File: config.mk
export PLATFORM = sky130hd
export DESIGN_NAME = priority_grant_decoder
export DESIGN_NICKNAME = d
export VERILOG_FILES = /design/src/rtl/priority_grant_decoder.sv
export SDC_FILE = /design/constraint.sdc
export NUM_CORES = 1
export LEC_CHECK = 0
export CORE_AREA = 2 2 58 60
export DETAILED_ROUTE_END_ITERATION = 10
export DIE_AREA = 0 0 60 62
export PLACE_DENSITY = 0.55
export SYNTH_ARGS = -nofsm -noshare
export SYNTH_HDL_FRONTEND = slang
export SYNTH_SLANG_ARGS = --single-unit
File: constraint.sdc
create_clock -name clk -period 1.8 [get_ports clk]
set_input_delay 0.54 -clock clk [delete_from_list [all_inputs] [get_ports clk]]
set_output_delay 0.54 -clock clk [all_outputs]
set_load 0.01 [all_outputs]
File: src/rtl/priority_grant_decoder.sv
// Regenerates a registered one-hot grant from an encoded index; grant appears the cycle after acceptance.
// Defining PRIO_GNT_COUNT_EN adds gnt_cnt, a saturating count of issued grants.
module priority_grant_decoder #(
  parameter int N        = 4,
  parameter int IDX_W    = 2,
  parameter int MAX_HOLD = 15
) (
  input  logic             clk,
  input  logic             rst,
  input  logic             req_valid,
  output logic             req_ready,
  input  logic [IDX_W-1:0] req_idx,
  output logic [N-1:0]     gnt,
  output logic             gnt_active,
  input  logic             release_i,
  output logic             timeout,
  output logic             idx_err
`ifdef PRIO_GNT_COUNT_EN
  ,
  output logic [7:0]       gnt_cnt
`endif
);

  typedef enum logic [1:0] {IDLE = 2'd0, GRANT = 2'd1, GAP = 2'd2} state_t;

  localparam logic [IDX_W:0] N_L       = (IDX_W + 1)'(N);
  localparam logic [7:0]     HOLD_LAST = 8'(MAX_HOLD - 1);
  localparam logic [N-1:0]   ONE       = N'(1);

  state_t         state_q, state_d;
  logic [N-1:0]   gnt_q, gnt_d;
  logic [7:0]     hold_q, hold_d;
  logic           ready_q, ready_d;
  logic           active_q, active_d;
  logic           timeout_q, timeout_d;
  logic           idx_err_q, idx_err_d;
  logic           grant_fire;

  always_comb begin
    state_d    = state_q;
    gnt_d      = gnt_q;
    hold_d     = hold_q;
    timeout_d  = 1'b0;
    idx_err_d  = 1'b0;
    grant_fire = 1'b0;
    unique case (state_q)
      IDLE: begin
        if (req_valid && ready_q) begin
          if ({1'b0, req_idx} < N_L) begin
            state_d    = GRANT;
            gnt_d      = ONE << req_idx;
            hold_d     = 8'd0;
            grant_fire = 1'b1;
          end else begin
            idx_err_d = 1'b1;
          end
        end
      end
      GRANT: begin
        // Release is checked first so it wins over a coincident timeout.
        if (release_i) begin
          state_d = GAP;
          gnt_d   = '0;
        end else if (hold_q == HOLD_LAST) begin
          state_d   = GAP;
          gnt_d     = '0;
          timeout_d = 1'b1;
        end else begin
          hold_d = hold_q + 8'd1;
        end
      end
      GAP: begin
        state_d = IDLE;
      end
      default: begin
        state_d = IDLE;
        gnt_d   = '0;
      end
    endcase
    // Registered copy of the IDLE decode keeps req_ready low until the first edge after reset.
    ready_d  = (state_d == IDLE);
    active_d = |gnt_d;
  end

  always_ff @(posedge clk or posedge rst) begin
    if (rst) begin
      state_q   <= IDLE;
      gnt_q     <= '0;
      hold_q    <= 8'd0;
      ready_q   <= 1'b0;
      active_q  <= 1'b0;
      timeout_q <= 1'b0;
      idx_err_q <= 1'b0;
    end else begin
      state_q   <= state_d;
      gnt_q     <= gnt_d;
      hold_q    <= hold_d;
      ready_q   <= ready_d;
      active_q  <= active_d;
      timeout_q <= timeout_d;
      idx_err_q <= idx_err_d;
    end
  end

  assign req_ready  = ready_q;
  assign gnt        = gnt_q;
  assign gnt_active = active_q;
  assign timeout    = timeout_q;
  assign idx_err    = idx_err_q;

`ifdef PRIO_GNT_COUNT_EN
  logic [7:0] cnt_q, cnt_d;

  always_comb begin
    cnt_d = cnt_q;
    if (grant_fire && (cnt_q != 8'hFF)) begin
      cnt_d = cnt_q + 8'd1;
    end
  end

  always_ff @(posedge clk or posedge rst) begin
    if (rst) begin
      cnt_q <= 8'd0;
    end else begin
      cnt_q <= cnt_d;
    end
  end

  assign gnt_cnt = cnt_q;
`else
  logic unused_grant_fire;
  assign unused_grant_fire = grant_fire;
`endif

endmodule

==> results.py, run 1 <==
metrics = {
    "status": {
        "status": "finished clean",
    },
    "timing": {
        "setup_viol": 0,
        "worst_pin_slew_ps": 489,
        "finClkSkew_ps": 0.835,
        "hold_viol_final": 0,
        "min_period_over_period_pct": 96.7,
        "finalMaxSlewViolations": 0,
        "finalCriticalPeriod_ps": 1740,
        "max_freq_mhz": 575,
        "setup_slack_ps": 60.2,
        "rsz0062_at_grt": "true",
        "max_slew_margin_pct": 67.2,
    },
    "layout": {
        "final_common_cell": "dfrtp_1",
        "fin_nets": 130,
        "drive_above_1_share_pct": 19.0,
        "syn_to_final_growth_pct": 34.3,
        "mostFrequentLayoutCells": "dfrtp_1 (17), buf_4 (13), o21ai_0 (10)",
        "n_antenna_cell": 0,
    },
    "clock_network": {
        "cts.clk_slew.worst_paths_ps": 100,
        "cts_tree": "yes",
        "cts-htree-levels": 1,
        "cts_root_buffer": "clkbuf_4",
        "clk_latency_ps": 280,
        "cts_made_buffers": 3,
        "clkSinkCount": 17,
        "postCtsHoldBufs": 0,
        "clk_path_buf_depth": 2,
    },
    "drt": {
        "ant_nets": 0,
        "wl_per_cell_um": 11.9,
        "vias": 781,
        "drc": 0,
        "initialDrtViolationCount": 20,
        "first_pass_iters": 5,
        "vias_per_cell": 4.68,
        "totalWireLength_um": 1990,
    },
    "power_and_ir_drop": {
        "pwr-share-seq_pct": 40.5,
        "power_density_mw_per_mm2": 1210,
        "pwr-share-clk_pct": 13.8,
        "p_leak_nw": 0.573,
        "p_int_uw": 939,
        "p_total_mw": 1.47,
        "ir_drop_v": 0.000306,
        "p_sw_uw": 527,
        "p_comb_share_pct": 45.7,
        "switching_share_pct": 36.0,
    },
    "grt": {
        "grt_usage_pct": 11.5,
        "antenna_found_initial": 0,
        "grt_pass1_vias": 707,
        "grt_max_degree": 18,
        "grt-ovfl-total": 0,
        "grt_pass1_wl_um": 3130,
    },
    "die": {
        "std_cell_rows": 21,
        "die_area_mm2": 0.00372,
        "die_y_um": 62,
        "start_util_pct": 28.4,
        "coreArea_mm2": 0.00318,
        "ios": 14,
        "die_w_um": 60,
    },
    "worst_setup_path": {
        "worstPathRequired_ps": 2010,
        "r2r_start": "hold_q[0]",
        "path_max_fanout": 5,
        "crit_path_end_kind": "flop",
        "startpoint_type": "input port",
        "path_class": "in2reg",
        "rrSetupSlack_ps": 170,
        "worstReg2RegEnd": "gnt_active",
        "crit_start": "release_i",
        "cp.arrival_ps": 1950,
        "r2r_cells": 6,
    },
    "yosys": {
        "synth_xor_area_share_pct": 0.971,
        "syn_avg_cell_area_um2": 9.60,
        "yosys.area_share.adder_pct": 2.77,
        "synth_compound_area_share_pct": 20.0,
        "ys_seq_elements": 17,
        "syn_nets": 102,
        "syn_inst": 94,
        "synth-seq-area-share_pct": 47.2,
        "yosysWarnings": 0,
        "synthSimpleGateAreaFrac_pct": 22.5,
        "synth_top_family_by_area": "simple AND/OR/NAND/NOR gates",
        "synthMuxAreaShare_pct": 3.33,
        "ys_types": 35,
        "netlist_area_um2": 902,
    },
    "placement": {
        "gp_congestion": 0.736,
        "port_buffers": 12,
        "pre_cts_slack_ps": -263,
        "dp_hpwl_um": 1460,
    },
    "worst_hold_path": {
        "min_path_cells": 1,
        "worstHoldStart": "hold_q[5]",
        "hp-class": "reg2reg",
        "hold_path_end": "hold_q[5]",
    },
    "job": {
        "cap_violations": 0,
    },
}
==> worst max-delay path by stage <==
stage	endpoint	slack, ps	cells after the start
after floorplan	hold_q[7]	170	4
after global placement	hold_q[7]	-230	5
after detailed placement	hold_q[0]	-260	7
after CTS	gnt[1]	8	1
after global routing	hold_q[0]	-2	7
final	hold_q[0]	60	7
==> cells in the mapped netlist, drive strengths merged <==
master	number	share of area, %
nor2b	1	0.69
ha	2	2.8
buf	1	0.83
and4b	1	1.1
nand3	2	1.1
a21oi	9	5.0
or4	1	0.83
o21ai	11	6.1
a2111o	1	1.2
or2	3	2.1
nand3b	2	1.7
conb	1	0.42
and3	1	0.69
nand4b	1	0.97
clkbuf	2	0.83
a211o	1	0.97
nor3	3	1.7
nor2	7	2.9
inv	3	1.2
nor3b	3	2.5
nor4	1	0.69
mux2i	3	3.3
a31oi	1	0.69
a211oi	2	3.1
o32ai	1	0.97
a22oi	1	0.83
xnor2	1	0.97
dfrtp	17	47
a41o	1	1.1
nand2b	1	0.69
nand2	7	2.9
or3	1	0.69
or3b	1	1.2
==> registers in the layout (all words and copies together), names as in the netlist <==
register and cells:
hold_q 8, req_ready 1, timeout 1, gnt 4, gnt_active 1, state_q 2
==> layer usage <==
layer / up-vias / routed length, um / share of wire (%) / GRT usage [%]
met3: 2 / 66 / 3.3 / 1.45
li1: 396 / - / - / -
met5: - / 0 / 0 / 0
met2: 12 / 916 / 46 / 17.7
met1: 371 / 977 / 49 / 15.5
met4: 0 / 27 / 1.4 / 6.67
==> critical path: stages <==
cell             delay, ps
clkdlybuf4s50_1        430
or3b_4                 400
buf_4                  160
a21oi_2                130
buf_6                  130
nor2_1                  40
a21oi_1                130
==> through the flow <==
step | instances | TNS (ps) | util [%] | area (um2) | hold slack [ps]
final | 167 | 0 | 38.1 | 1210 | 529
after global routing | 167 | -1.69 | 38.1 | 1210 | 567
after CTS | 166 | 0 | 37.4 | 1190 | 534
after detailed placement | 160 | -2370 | 36.1 | 1150 | 516
after global placement | 160 | -2100 | 36.1 | 1150 | 511
after floorplan | 94 | 0 | - | 902 | 466
==> logic make-up (layout without fill, tap and decap cells) <==
group / after synthesis / count (layout)
and+or+nand+nor: 36 / 36
muxes: 3 / 3
xor gates and xnor gates: 1 / 1
DFF: 17 / 17
other: 1 / 1
buffers and inverters: 6 / 33
AOI/OAI and AO/OA: 28 / 28
adders and majority gates: 2 / 2
==> layout make-up <==
type	instances	area, um2
Timing Repair Buffer	26	236
Sequential cell	17	425
Clock buffer	4	26.3
Multi-Input combinational cell	71	454
Fill cell	326	1970
Tap cell	46	57.6
Inverter	3	11.3
==> power groups by stage <==
stage	combinational, mW	sequential (mW)	clock (mW)
after floorplan	0.290	0.624	0
after detailed placement	0.623	0.611	0
after global placement	0.613	0.608	0
final	0.671	0.594	0.202
after global routing	0.740	0.615	0.225
after CTS	0.668	0.596	0.212
==> repair_timing <==
item	CTS	global route
endpoints found under the hold margin	0	0
resized for setup	0	5
setup buffers	2	1
pin swaps	0	1
endpoints found under the setup margin	2	6
Note: power is estimated with default switching activity, not from simulation.
==> inputs of run 2 (changes only) <==
--- a/config.mk
+++ b/config.mk
@@ -9,6 +9,7 @@
 export DETAILED_ROUTE_END_ITERATION = 10
 export DIE_AREA = 0 0 60 62
 export PLACE_DENSITY = 0.55
+export SLEW_MARGIN = 10
 export SYNTH_ARGS = -nofsm -noshare
 export SYNTH_HDL_FRONTEND = slang
 export SYNTH_SLANG_ARGS = --single-unit
==> results of run 2 <==
Final layout, timing and power as in run 1 (identical DEF).
==> inputs of run 3 (changes only) <==
--- a/config.mk
+++ b/config.mk
@@ -5,10 +5,11 @@
 export SDC_FILE = /design/constraint.sdc
 export NUM_CORES = 1
 export LEC_CHECK = 0
-export CORE_AREA = 2 2 58 60
+export CAP_MARGIN = 20
+export CORE_AREA = 2 2 46 48
 export DETAILED_ROUTE_END_ITERATION = 10
-export DIE_AREA = 0 0 60 62
-export PLACE_DENSITY = 0.55
+export DIE_AREA = 0 0 48 50
+export PLACE_DENSITY = 0.78
 export SLEW_MARGIN = 10
 export SYNTH_ARGS = -nofsm -noshare
 export SYNTH_HDL_FRONTEND = slang
==> results.py, run 3 (same netlist as run 1, synthesis figures left out) <==
metrics = {
    "status": {
        "status": "finished clean",
    },
    "timing": {
        "max_freq_mhz": 570,
        "max_slew_margin_pct": 65.0,
        "finClkSkew_ps": 9.69,
        "hold_viol_final": 0,
        "setup_tns_ps": 0,
        "worst_pin_slew_ps": 522,
        "setup_viol": 0,
        "rsz0062_at_grt": "false",
        "finalCriticalPeriod_ps": 1750,
        "finalMaxSlewViolations": 0,
        "min_period_over_period_pct": 97.5,
        "fin_hold_ws_ps": 538,
    },
    "die": {
        "start_util_pct": 47.4,
        "std_cell_rows": 16,
        "die_area_mm2": 0.00240,
        "coreArea_mm2": 0.00190,
        "die_y_um": 50,
        "ios": 14,
        "die_w_um": 48,
    },
    "grt": {
        "antenna_found_initial": 0,
        "grt_max_degree": 18,
        "grt-ovfl-total": 0,
        "grt_usage_pct": 20.2,
        "grt_pass1_vias": 767,
        "grt_pass1_wl_um": 3440,
    },
    "worst_setup_path": {
        "path_class": "in2reg",
        "path_max_fanout": 3,
        "worstPathRequired_ps": 1980,
        "cp.arrival_ps": 1940,
        "rrSetupSlack_ps": 160,
        "cp_top_family": "compound AO/OA/AOI/OAI gates",
        "worstReg2RegEnd": "hold_q[4]",
        "crit_path_end_kind": "flop",
        "critical_path.slowest_cell": "clkdlybuf4s50_1",
        "startpoint_type": "input port",
        "r2r_cells": 4,
        "cp.buffers_inverters": 1,
        "path_cells": "clkdlybuf4s50_1, or3b_4, a211oi_4, a31oi_1, a41o_1",
        "slowest_delay_ps": 420,
        "r2r_start": "hold_q[5]",
    },
    "layout": {
        "mostFrequentLayoutCells": "dfrtp_1 (17), buf_4 (14), o21ai_0 (10), clkdlybuf4s50_1 (10), a21oi_1 (8)",
        "drive_above_1_share_pct": 19.8,
        "final_common_cell": "dfrtp_1",
        "syn_to_final_growth_pct": 31.1,
        "largest_register_ffs": 8,
        "fillers": 168,
        "n_antenna_cell": 0,
        "fin_nets": 130,
        "top_register": "hold_q",
        "final_cells": 148,
    },
    "clock_network": {
        "cts_tree": "yes",
        "cts-htree-levels": 1,
        "clk_latency_ps": 300,
        "clk_path_buf_depth": 2,
        "cts.clk_slew.worst_paths_ps": 100,
        "cts_root_buffer": "clkbuf_4",
        "clkSinkCount": 17,
        "cts_made_buffers": 3,
    },
    "power_and_ir_drop": {
        "power_density_mw_per_mm2": 1260,
        "p_leak_nw": 0.567,
        "ir_drop_v": 0.000746,
    },
    "drt": {
        "first_pass_iters": 4,
        "vias_per_cell": 5.54,
        "route.met2.wl_um": 1020,
        "vias": 820,
        "wl_per_cell_um": 13.8,
        "dr.max_layer_used": "met4",
        "totalWireLength_um": 2040,
        "wirelength_met1_um": 875,
        "routed-wl-met3_um": 95,
        "ant_nets": 0,
        "initialDrtViolationCount": 13,
        "drc": 0,
    },
    "placement": {
        "dp_hpwl_um": 1410,
        "dpl.cell_count": 139,
        "port_buffers": 12,
        "gp_congestion": 0.850,
    },
    "job": {
        "cap_violations": 0,
    },
    "worst_hold_path": {
        "hp-class": "in2async",
    },
}
-- run 3: cell types whose count changed in the layout (fill, tap and decap cells not counted), sizes merged --
| cell | change |
|---|---|
| clkinv | +1 |
| dlymetal6s2s | -1 |
| clkdlybuf4s50 | +1 |
| clkbuf | -1 |
-- run 3: repair_timing --
item,4_1_cts,5_1_grt
hold buffers,0,0
gates resized for setup,0,3
pin swaps,0,1
setup buffers,4,1
endpoints found under the setup margin,4,5
-- run 3: worst max path at each step --
stage	startpoint	end	slack [ps]	depth (start not counted)
5_1_grt	release_i	hold_q[7]	0.7	5
3_5_place_dp	release_i	hold_q[0]	-260	7
6_report	release_i	hold_q[7]	50	5
2_1_floorplan	release_i	hold_q[7]	170	4
3_3_place_gp	release_i	hold_q[7]	-230	5
4_1_cts	req_ready	req_ready	9	1
-- run 3: worst min-delay path, stage by stage --
cell,delay (ps)
clkdlybuf4s50_1,390
inv_1,50
buf_4,240
-- run 3: area by class of cell --
class                      count  area (um2)  area share (%)
clock buffer                   3        22.5            1.90
multi-input combinational     71         454            38.4
clock inverter                 1        5.00           0.423
inverter                       3        11.3           0.952
tap                           27        33.8            2.86
timing repair buffer          26         230            19.5
sequential                    17         425            36.0
-- run 3: layer usage --
metal	vias up	GRT usage, %
li1	395	-
met1	390	26.4
met2	27	30.9
met3	8	8.42
met4	0	4.05
met5	-	0
-- run 3: power by group --
| group | internal [mW] | total, mW | switching, mW |
|---|---|---|---|
| clock network | 0.0828 | 0.206 | 0.123 |
| logic | 0.368 | 0.697 | 0.329 |
| registers | 0.490 | 0.583 | 0.0926 |
| total | 0.941 | 1.49 | 0.545 |
-- run 3: per-stage QoR --
step,power (mW),instance area (um2),utilization [%],setup WS [ps]
floorplan,0.914,902,-,173
global placement,1.19,1110,58.3,-233
detailed placement,1.21,1110,58.3,-256
CTS,1.48,1170,61.3,8.52
global route,1.60,1180,62.2,0.697
finish,1.49,1180,62.2,45.6
